## src/rtl/interp_pkg.sv

```systemverilog
// Shared constants for the bilinear interpolator: weight format, RGB565 field map
// and the saturating index increment used by the column/row counters.
package interp_pkg;

    localparam int FRAC_W     = 11;
    localparam int PIX_W      = 16;
    localparam int LAT        = 4;
    localparam int WEIGHT_ONE = 2048;
    localparam int ROUND_BIAS = 1 << 21;

    localparam int R_LSB = 11;
    localparam int R_W   = 5;
    localparam int G_LSB = 5;
    localparam int G_W   = 6;
    localparam int B_LSB = 0;
    localparam int B_W   = 5;

    localparam int IDX_W = 11;
    typedef logic [IDX_W-1:0] idx_t;

    function automatic idx_t sat_inc(input idx_t v);
        return (&v) ? v : v + IDX_W'(1);
    endfunction

endpackage

```

## src/rtl/bilinear_interp_if.sv

```systemverilog
// Pixel stream bundle: sync/weight/neighbour inputs and the interpolated output.
interface bilinear_interp_if #(
    parameter int FRAC_W = interp_pkg::FRAC_W,
    parameter int PIX_W  = interp_pkg::PIX_W
);
    import interp_pkg::*;

    logic              i_fsyn;
    logic              i_hsyn;
    logic [FRAC_W-1:0] iv_fx;
    logic [FRAC_W-1:0] iv_fy;
    logic [PIX_W-1:0]  iv_b11;
    logic [PIX_W-1:0]  iv_b12;
    logic [PIX_W-1:0]  iv_b21;
    logic [PIX_W-1:0]  iv_b22;
    logic              o_fsyn;
    logic              o_hsyn;
    logic [PIX_W-1:0]  ov_pix;
    idx_t              ov_col;
    idx_t              ov_row;

    modport master (
        output i_fsyn, i_hsyn, iv_fx, iv_fy, iv_b11, iv_b12, iv_b21, iv_b22,
        input  o_fsyn, o_hsyn, ov_pix, ov_col, ov_row
    );

    modport slave (
        input  i_fsyn, i_hsyn, iv_fx, iv_fy, iv_b11, iv_b12, iv_b21, iv_b22,
        output o_fsyn, o_hsyn, ov_pix, ov_col, ov_row
    );

endinterface

```

## src/rtl/lerp_ch.sv

```systemverilog
// One colour channel of the interpolator: horizontal lerp (S2), vertical lerp (S3),
// round/clamp into the output register (S4, loaded only for valid pixels).
module lerp_ch #(
    parameter int CW     = 5,
    parameter int FRAC_W = interp_pkg::FRAC_W
) (
    input  logic              i_clk,
    input  logic              i_reset_n,
    input  logic              en,
    input  logic [CW-1:0]     b11,
    input  logic [CW-1:0]     b12,
    input  logic [CW-1:0]     b21,
    input  logic [CW-1:0]     b22,
    input  logic [FRAC_W:0]   wx,
    input  logic [FRAC_W:0]   wy,
    input  logic [FRAC_W-1:0] fx,
    input  logic [FRAC_W-1:0] fy,
    output logic [CW-1:0]     res
);
    import interp_pkg::*;

    localparam int TW = CW + FRAC_W + 1;
    localparam int SW = TW + FRAC_W + 1;
    localparam int SH = 2 * FRAC_W;

    logic [TW-1:0]     top_q;
    logic [TW-1:0]     bot_q;
    logic [FRAC_W:0]   wy_q;
    logic [FRAC_W-1:0] fy_q;
    logic [SW-1:0]     sum_q;
    logic [SW:0]       rnd;
    logic [SW:0]       quo;
    logic [CW-1:0]     res_n;

    always_ff @(posedge i_clk or negedge i_reset_n) begin
        if (!i_reset_n) begin
            top_q <= '0;
            bot_q <= '0;
            wy_q  <= '0;
            fy_q  <= '0;
            sum_q <= '0;
        end else begin
            top_q <= TW'(b11) * TW'(wx) + TW'(b12) * TW'(fx);
            bot_q <= TW'(b21) * TW'(wx) + TW'(b22) * TW'(fx);
            wy_q  <= wy;
            fy_q  <= fy;
            sum_q <= SW'(top_q) * SW'(wy_q) + SW'(bot_q) * SW'(fy_q);
        end
    end

    always_comb begin
        rnd   = {1'b0, sum_q} + (SW+1)'(ROUND_BIAS);
        quo   = rnd >> SH;
        res_n = (quo > (SW+1)'((1 << CW) - 1)) ? '1 : quo[CW-1:0];
    end

    // Output register holds the last valid pixel between lines.
    always_ff @(posedge i_clk or negedge i_reset_n) begin
        if (!i_reset_n)
            res <= '0;
        else if (en)
            res <= res_n;
    end

endmodule

```

## src/rtl/bilinear_interp.sv

```systemverilog
// RGB565 bilinear interpolator: input register stage, three channel lerps,
// sync delay line and output column/row counters.
module bilinear_interp #(
    parameter int FRAC_W = interp_pkg::FRAC_W,
    parameter int PIX_W  = interp_pkg::PIX_W,
    parameter int LAT    = interp_pkg::LAT
) (
    input  logic              i_clk,
    input  logic              i_reset_n,
    bilinear_interp_if.slave  pix_bus
);
    import interp_pkg::*;

    logic [FRAC_W-1:0] fx_q;
    logic [FRAC_W-1:0] fy_q;
    logic [PIX_W-1:0]  b11_q;
    logic [PIX_W-1:0]  b12_q;
    logic [PIX_W-1:0]  b21_q;
    logic [PIX_W-1:0]  b22_q;
    logic [FRAC_W:0]   wx;
    logic [FRAC_W:0]   wy;
    logic [LAT-1:0]    vld_sr;
    logic [LAT-1:0]    fs_sr;
    logic              v3;
    logic              v4;
    logic              f3;
    idx_t              col_q;
    idx_t              row_q;
    logic [R_W-1:0]    r;
    logic [G_W-1:0]    g;
    logic [B_W-1:0]    b;

    always_ff @(posedge i_clk or negedge i_reset_n) begin
        if (!i_reset_n) begin
            fx_q   <= '0;
            fy_q   <= '0;
            b11_q  <= '0;
            b12_q  <= '0;
            b21_q  <= '0;
            b22_q  <= '0;
            vld_sr <= '0;
            fs_sr  <= '0;
        end else begin
            fx_q   <= pix_bus.iv_fx;
            fy_q   <= pix_bus.iv_fy;
            b11_q  <= pix_bus.iv_b11;
            b12_q  <= pix_bus.iv_b12;
            b21_q  <= pix_bus.iv_b21;
            b22_q  <= pix_bus.iv_b22;
            vld_sr <= {vld_sr[LAT-2:0], pix_bus.i_hsyn};
            fs_sr  <= {fs_sr[LAT-2:0], pix_bus.i_fsyn};
        end
    end

    assign wx = (FRAC_W+1)'(WEIGHT_ONE) - {1'b0, fx_q};
    assign wy = (FRAC_W+1)'(WEIGHT_ONE) - {1'b0, fy_q};

    // v3/f3 describe the pixel entering the output register on the next edge.
    assign v3 = vld_sr[LAT-2];
    assign v4 = vld_sr[LAT-1];
    assign f3 = fs_sr[LAT-2];

    lerp_ch #(.CW(R_W), .FRAC_W(FRAC_W)) u_lerp_r (
        .i_clk(i_clk), .i_reset_n(i_reset_n), .en(v3),
        .b11(b11_q[R_LSB +: R_W]), .b12(b12_q[R_LSB +: R_W]),
        .b21(b21_q[R_LSB +: R_W]), .b22(b22_q[R_LSB +: R_W]),
        .wx(wx), .wy(wy), .fx(fx_q), .fy(fy_q), .res(r)
    );

    lerp_ch #(.CW(G_W), .FRAC_W(FRAC_W)) u_lerp_g (
        .i_clk(i_clk), .i_reset_n(i_reset_n), .en(v3),
        .b11(b11_q[G_LSB +: G_W]), .b12(b12_q[G_LSB +: G_W]),
        .b21(b21_q[G_LSB +: G_W]), .b22(b22_q[G_LSB +: G_W]),
        .wx(wx), .wy(wy), .fx(fx_q), .fy(fy_q), .res(g)
    );

    lerp_ch #(.CW(B_W), .FRAC_W(FRAC_W)) u_lerp_b (
        .i_clk(i_clk), .i_reset_n(i_reset_n), .en(v3),
        .b11(b11_q[B_LSB +: B_W]), .b12(b12_q[B_LSB +: B_W]),
        .b21(b21_q[B_LSB +: B_W]), .b22(b22_q[B_LSB +: B_W]),
        .wx(wx), .wy(wy), .fx(fx_q), .fy(fy_q), .res(b)
    );

    // Frame sync wins over a coincident end of line.
    always_ff @(posedge i_clk or negedge i_reset_n) begin
        if (!i_reset_n) begin
            col_q <= '0;
            row_q <= '0;
        end else if (f3) begin
            col_q <= '0;
            row_q <= '0;
        end else if (v4 && !v3) begin
            col_q <= '0;
            row_q <= sat_inc(row_q);
        end else if (v3 && v4) begin
            col_q <= sat_inc(col_q);
        end else if (v3) begin
            col_q <= '0;
        end
    end

    assign pix_bus.o_fsyn = fs_sr[LAT-1];
    assign pix_bus.o_hsyn = v4;
    assign pix_bus.ov_pix = PIX_W'({r, g, b});
    assign pix_bus.ov_col = col_q;
    assign pix_bus.ov_row = row_q;

endmodule
```

## src/flat_wrapper.sv

```systemverilog
// flat-port wrapper written by rule: the top's interface ports become plain ports
module bilinear_interp_flat import interp_pkg::*;
#(
    parameter int FRAC_W = interp_pkg::FRAC_W,
    parameter int PIX_W  = interp_pkg::PIX_W,
    parameter int LAT    = interp_pkg::LAT
)
  (i_clk, i_reset_n, pix_bus_i_fsyn, pix_bus_i_hsyn, pix_bus_iv_fx, pix_bus_iv_fy, pix_bus_iv_b11, pix_bus_iv_b12, pix_bus_iv_b21, pix_bus_iv_b22, pix_bus_o_fsyn, pix_bus_o_hsyn, pix_bus_ov_pix, pix_bus_ov_col, pix_bus_ov_row);
  bilinear_interp_if #(.FRAC_W(FRAC_W), .PIX_W(PIX_W)) pix_bus_i ();
  input  logic i_clk;
  input  logic i_reset_n;
  input wire logic [$bits(pix_bus_i.i_fsyn)-1:0] pix_bus_i_fsyn;
  input wire logic [$bits(pix_bus_i.i_hsyn)-1:0] pix_bus_i_hsyn;
  input wire logic [$bits(pix_bus_i.iv_fx)-1:0] pix_bus_iv_fx;
  input wire logic [$bits(pix_bus_i.iv_fy)-1:0] pix_bus_iv_fy;
  input wire logic [$bits(pix_bus_i.iv_b11)-1:0] pix_bus_iv_b11;
  input wire logic [$bits(pix_bus_i.iv_b12)-1:0] pix_bus_iv_b12;
  input wire logic [$bits(pix_bus_i.iv_b21)-1:0] pix_bus_iv_b21;
  input wire logic [$bits(pix_bus_i.iv_b22)-1:0] pix_bus_iv_b22;
  output wire logic [$bits(pix_bus_i.o_fsyn)-1:0] pix_bus_o_fsyn;
  output wire logic [$bits(pix_bus_i.o_hsyn)-1:0] pix_bus_o_hsyn;
  output wire logic [$bits(pix_bus_i.ov_pix)-1:0] pix_bus_ov_pix;
  output wire logic [$bits(pix_bus_i.ov_col)-1:0] pix_bus_ov_col;
  output wire logic [$bits(pix_bus_i.ov_row)-1:0] pix_bus_ov_row;
  assign pix_bus_i.i_fsyn = pix_bus_i_fsyn;
  assign pix_bus_i.i_hsyn = pix_bus_i_hsyn;
  assign pix_bus_i.iv_fx = pix_bus_iv_fx;
  assign pix_bus_i.iv_fy = pix_bus_iv_fy;
  assign pix_bus_i.iv_b11 = pix_bus_iv_b11;
  assign pix_bus_i.iv_b12 = pix_bus_iv_b12;
  assign pix_bus_i.iv_b21 = pix_bus_iv_b21;
  assign pix_bus_i.iv_b22 = pix_bus_iv_b22;
  assign pix_bus_o_fsyn = pix_bus_i.o_fsyn;
  assign pix_bus_o_hsyn = pix_bus_i.o_hsyn;
  assign pix_bus_ov_pix = pix_bus_i.ov_pix;
  assign pix_bus_ov_col = pix_bus_i.ov_col;
  assign pix_bus_ov_row = pix_bus_i.ov_row;
  bilinear_interp #(.FRAC_W(FRAC_W), .PIX_W(PIX_W), .LAT(LAT)) u_core (.i_clk(i_clk), .i_reset_n(i_reset_n), .pix_bus(pix_bus_i));
endmodule
```

## config.mk

```make
export PLATFORM = sky130hd
export DESIGN_NAME = bilinear_interp_flat
export DESIGN_NICKNAME = d
export VERILOG_FILES = /design/src/rtl/interp_pkg.sv /design/src/rtl/bilinear_interp_if.sv /design/src/rtl/lerp_ch.sv /design/src/rtl/bilinear_interp.sv /design/src/flat_wrapper.sv
export SDC_FILE = /design/constraint.sdc
export NUM_CORES = 2
export LEC_CHECK = 0
export ABC_AREA = 1
export CAP_MARGIN = 10
export CORE_UTILIZATION = 51
export CTS_CLUSTER_DIAMETER = 100
export CTS_CLUSTER_SIZE = 24
export DETAILED_ROUTE_END_ITERATION = 6
export DONT_BUFFER_PORTS = 1
export GPL_TIMING_DRIVEN = 0
export HOLD_SLACK_MARGIN = 0.03
export PLACE_DENSITY = 0.66
export SLEW_MARGIN = 20
export SYNTH_ARGS = -nofsm -noshare
export SYNTH_HDL_FRONTEND = slang
export SYNTH_SLANG_ARGS = --single-unit
```

## constraint.sdc

```tcl
create_clock -name i_clk -period 5.5 [get_ports i_clk]
set_input_delay 0.825 -clock i_clk [delete_from_list [all_inputs] [get_ports i_clk]]
set_output_delay 0.825 -clock i_clk [all_outputs]
set_load 0.03 [all_outputs]
```

After elaboration in Yosys (flattened, before gate mapping):

Index checks and enable logic that the tools add are counted.

* flip-flop bits (word level): 347
* bits of input ports: 90
* output and inout bits: 40
* word-level logic and storage cells: 83

* add/subtract/negate cells: 16
* multipliers: 18
* magnitude comparators: 3
* equal/unequal tests: 2
* muxes and demuxes: 11
* reduce and logical (&&, ||, !) cells: 9

Operators with widths (count)
* 11-bit 2-to-1 mux: 8
* 17-bit by 16-bit adder with 17-bit output: 4
* 5-bit by 12-bit multiplier with 17-bit output: 4
* 5-bit by 11-bit multiplier with 16-bit output: 4
* 29-bit by 22-bit adder with 30-bit output (second input constant): 2
* 29-bit by 28-bit adder with 29-bit output: 2
* 17-bit by 12-bit multiplier with 29-bit output: 2
* 17-bit by 11-bit multiplier with 28-bit output: 2
* 18-bit by 17-bit adder with 18-bit output: 2
* 6-bit by 12-bit multiplier with 18-bit output: 2
* 6-bit by 11-bit multiplier with 17-bit output: 2
* 30-bit by 22-bit adder with 31-bit output (second input constant): 1
* 30-bit by 29-bit adder with 30-bit output: 1
* 18-bit by 12-bit multiplier with 30-bit output: 1
* 18-bit by 11-bit multiplier with 29-bit output: 1
* 12-bit by 11-bit subtractor with 12-bit output (first input constant): 2
* 11-bit by 1-bit adder with 11-bit output (second input constant): 2
* 11-bit AND reduction: 2
* 8-bit by 5-bit > comparator with 1-bit output (second input constant): 2
* 5-bit 2-to-1 mux: 2
* 9-bit by 6-bit > comparator with 1-bit output (second input constant): 1
* 6-bit 2-to-1 mux: 1
* 4-bit by 2-bit inequality test with 1-bit output (second input constant): 1
* 2-bit AND reduction: 2
* 5 further kinds: 6

Longest topological paths before layout:

* depth in word-level cells: 5
* depth in mapped cells: 31
* gate-level depth less buffers: 28

Hierarchy:

A second synthesis with hierarchy kept.

* cells, all modules: 8965
* area total of the unflattened synthesis: 73206.5 um2

Modules (own cells, without submodules)
* lerp_ch at u_core.u_lerp_g: instances 1, cells each 3041, area an instance 24527.3 um2
* lerp_ch at u_core.u_lerp_r: instances 1, cells each 2822, area an instance 22429.0 um2
* lerp_ch at u_core.u_lerp_b: instances 1, cells each 2769, area an instance 22232.6 um2
* bilinear_interp: instances 1, cells each 333, area an instance 4017.6 um2

Least setup slack after synthesis:

No wires, ideal clock.

* kind: reg-to-reg
* from: register, netlist name u_core.u_lerp_r.fy_q[0]
* to: register u_core.u_lerp_g.sum_q[23]
* library setup time: 0.117 ns
* arrival: 5.770 ns
* slack: -0.387 ns
* cell stages (with the launch flop): 23
* path buffers: 3
* path through: dfrtp_1 clkbuf_1 clkbuf_1 buf_1 nand2_1 fa_1 fa_1 inv_1 fa_1 fa_1 fa_1 fa_1 inv_1 fa_1 inv_1 ha_1 a21oi_1 o21ai_0 nand2_1 nor3b_1 nand2_1 nand2_1 nand2_1

RTL lines
* end signal: assignment: line lerp_ch.sv:47 `sum_q <= SW'(top_q) * SW'(wy_q) + SW'(bot_q) * SW'(fy_q);`
* end: declaration: line lerp_ch.sv:30 `logic [SW-1:0] sum_q;`

==> flow_summary.yaml <==
status:
  outcome: "finished with violations"
  violations: "negative hold slack, negative setup slack"
routing:
  first_pass_iters: 6
  drt-initial-drc-count: 4606
  final_antenna_net_count: 0
  post_drt_wl_per_cell_um: 21.0
  num_vias: 58500
  route.detailed.drc: 0
  routed_wl_mm: 233
  viasPerCell: 5.27
synthesis:
  synth_top_area_share: 0.432
  yosys_warnings: 0
  synth.distinct_cells: 44
  yosysSeqAreaShare: 0.0982
  yosys-top-cells-area: "fa_1 43%, inv_1 14%, nand2_1 12%"
  synth_flop_cell: "dfrtp_1"
  syn_area_um2: 72100
  synthCells: 8931
  syn_area_per_cell_um2: 8.07
  synth_seq_cells: 283
  async_reset_ff_frac: 1.00
  yosysTopAreaCell: "fa_1"
  synthesis.nets: 11200
  synth-edff-count: 0
placement:
  io_buffers: 0
  gp_congestion: 1.01
  dp.final_hpwl_mm: 187
  dpl_cell_area_um2: 74700
final_layout:
  final_core_util: 0.607
  syn_to_final_growth_pct: 17.8
  nNetsFinal: 11500
  drive_gt1_frac: 0.164
  layout_common_cells: "2509 x inv_1, 2156 x nand2_1, 1492 x fa_1"
  design_area_um2: 84900
  final_common_cell: "inv_1"
sta:
  max_freq_mhz: 166
  slew_headroom: 0.333
  worst_clock_skew_ns: 0.0499
  hold_viol: 102
  fin_ws_ns: -0.506
  slew_violations: 0
  tightest_slew_ns: 1.00
  post-route-period-util: 1.09
  setup_viol: 82
  rsz0062_at_grt: "true"
  whs_ns: -0.161
  period_needed_ns: 6.01
worst_setup_path:
  critPathSlowestCell: "dfrtp_2"
  crit_chain: "clkbuf_8, nand2_1, fa_1, fa_1, fa_1, fa_1, inv_1, fa_1, fa_1, fa_1, ha_1, a21oi_1, o21ai_0, nand3b_1, nand2_1, nand2_1, nand2_1, nand2_1"
  required_ns: 6.02
  critPathMaxStageDelay_ns: 0.58
  startpoint_type: "flop"
  crit_path_frequent_cell: "fa_1"
  r2r_slack_ns: -0.51
  worst_setup_path_end_kind: "flop"
  critical_path_class: "flop to flop"
  arrival_ns: 6.52
  path_max_fanout: 10
clocking:
  clockRootBuffer: "clkbuf_16"
  insertion_delay_ns: 0.68
  clk_path_buf_depth: 3
  cts_tree: "yes"
  clkTransAtPathRegs_ns: 0.09
  cts_num_sinks: 283
  htree_levels: 1
  cts_made_buffers: 23
global_routing:
  grt_pass1_wl_mm: 351
  grt.total_usage: 0.330
  grt_pass1_vias: 60600
  grt_overflow: 0
  antenna_found_initial: 7
  grt_max_degree: 284
die:
  die_w_um: 378
  initial_core_util: 0.515
  num_io_pins: 130
  die_h_um: 378
  core_um2: 140000
  die-area_um2: 143000
  rows: 137
min_path:
  hp-class: "input pin to asynchronous set/reset pin"
job:
  drv_cap: 0
==> metal layers <==
| layer | GRT usage | routed length [um] |
|---|---|---|
| met1 | 0.424 | 87700 |
| met2 | 0.524 | 106000 |
| met3 | 0.0639 | 22000 |
| met4 | 0.187 | 17200 |
| met5 | 0 | 54 |
==> worst max-delay path: cells and delay by family, from the launching register on <==
kind / cells / cell delay (ns)
adder cells (fa/ha/maj): 8 / 3.84
AND/OR/NAND/NOR: 6 / 0.71
flip-flops: 1 / 0.58
buffers and inverters: 2 / 0.39
AO/OA/AOI/OAI: 2 / 0.32
==> stage by stage <==
stage,hold slack [ns],std cells,setup TNS [ns],worst slack [ns]
finish,-0.161,11100,-20.94,-0.506
CTS,-0.182,11000,-11.87,-0.412
global route,-0.171,11100,-32.68,-0.649
floorplan,0.331,8931,-0.0564,-0.0235
detailed placement,0.338,10800,-134.92,-1.60
global placement,0.340,10800,-144.29,-2.05
==> area by class of cell <==
class	count	area, um2
antenna	2	5.00
tap	1876	2350
multi-input combinational	5639	58800
inverter	2631	9940
fill	12200	54900
clock inverter	17	274
buffer	353	3090
clock buffer	23	576
timing repair buffer	275	2780
sequential	283	7130
==> cell usage after synthesis, types with 8 or more instances <==
library cell / n
nand4_1: 34
o22ai_1: 8
ha_1: 624
a21oi_1: 161
buf_1: 24
nor3_1: 36
nand2_1: 2384
buf_2: 20
o21ai_0: 90
a31oi_1: 8
nand3b_1: 14
clkbuf_1: 325
fa_1: 1556
or2_2: 10
xor2_1: 84
nand3_1: 206
nor2_1: 313
xnor2_1: 33
clkinv_1: 9
buf_4: 8
o21bai_1: 11
dfrtp_1: 283
a21o_1: 23
inv_1: 2615
==> final timing paths <==
path                                         startpoint                   endpoint  cells after the start
worst max-delay path            u_core.u_lerp_r.wy_q[4]  u_core.u_lerp_b.sum_q[27]                     18
worst min-delay path                          i_reset_n     u_core.u_lerp_g.res[4]                      0
worst max register to register  u_core.u_lerp_r.wy_q[4]  u_core.u_lerp_b.sum_q[27]                     18
worst min register to register          u_core.fs_sr[0]            u_core.fs_sr[1]                      0
max in group asynchronous                     i_reset_n   u_core.u_lerp_r.top_q[3]                      0
min in group i_clk                     pix_bus_iv_fy[8]             u_core.fy_q[8]                      0
==> timing repair <==
| item | in CTS | in global routing |
|---|---|---|
| hold endpoints to repair | 283 | 277 |
| cloned | 4 | 4 |
| buffers inserted | 158 | 116 |
| gates resized for setup | 1121 | 690 |
| setup endpoints to repair | 109 | 89 |
| pin swaps | 349 | 531 |
==> cells by family after synthesis <==
| family | share of synthesized area |
|---|---|
| XOR/XNOR | 0.0142 |
| buffers and inverters | 0.158 |
| flip-flops | 0.0982 |
| adder cells (fa/ha/maj) | 0.540 |
| AND/OR/NAND/NOR | 0.165 |
| AO/OA/AOI/OAI | 0.0243 |
==> registers in the layout (all words and copies together) (netlist names) <==
| signal | flops |
|---|---|
| u_core.u_lerp_b.res | 5 |
| u_core.u_lerp_r.sum_q | 8 |
| u_core.b22_q | 16 |
| u_core.u_lerp_r.top_q | 17 |
| u_core.u_lerp_r.bot_q | 17 |
| u_core.b11_q | 16 |
| u_core.u_lerp_b.sum_q | 8 |
| u_core.vld_sr | 4 |
| u_core.b21_q | 16 |
| u_core.u_lerp_r.res | 5 |
| u_core.u_lerp_g.top_q | 18 |
| u_core.u_lerp_g.res | 6 |
| u_core.u_lerp_b.bot_q | 17 |
| u_core.fx_q | 11 |
| u_core.u_lerp_r.fy_q | 11 |
| u_core.u_lerp_r.wy_q | 11 |
| u_core.pix_bus.ov_col | 11 |
| u_core.b12_q | 16 |
| u_core.pix_bus.ov_row | 11 |
| u_core.fs_sr | 4 |
| u_core.u_lerp_g.sum_q | 9 |
| u_core.fy_q | 11 |
| u_core.u_lerp_b.top_q | 17 |
| u_core.u_lerp_g.bot_q | 18 |
Power is left out: the tool's default activity adds up to more than one toggle a clock period on the data nets, which glitch-free logic cannot reach.
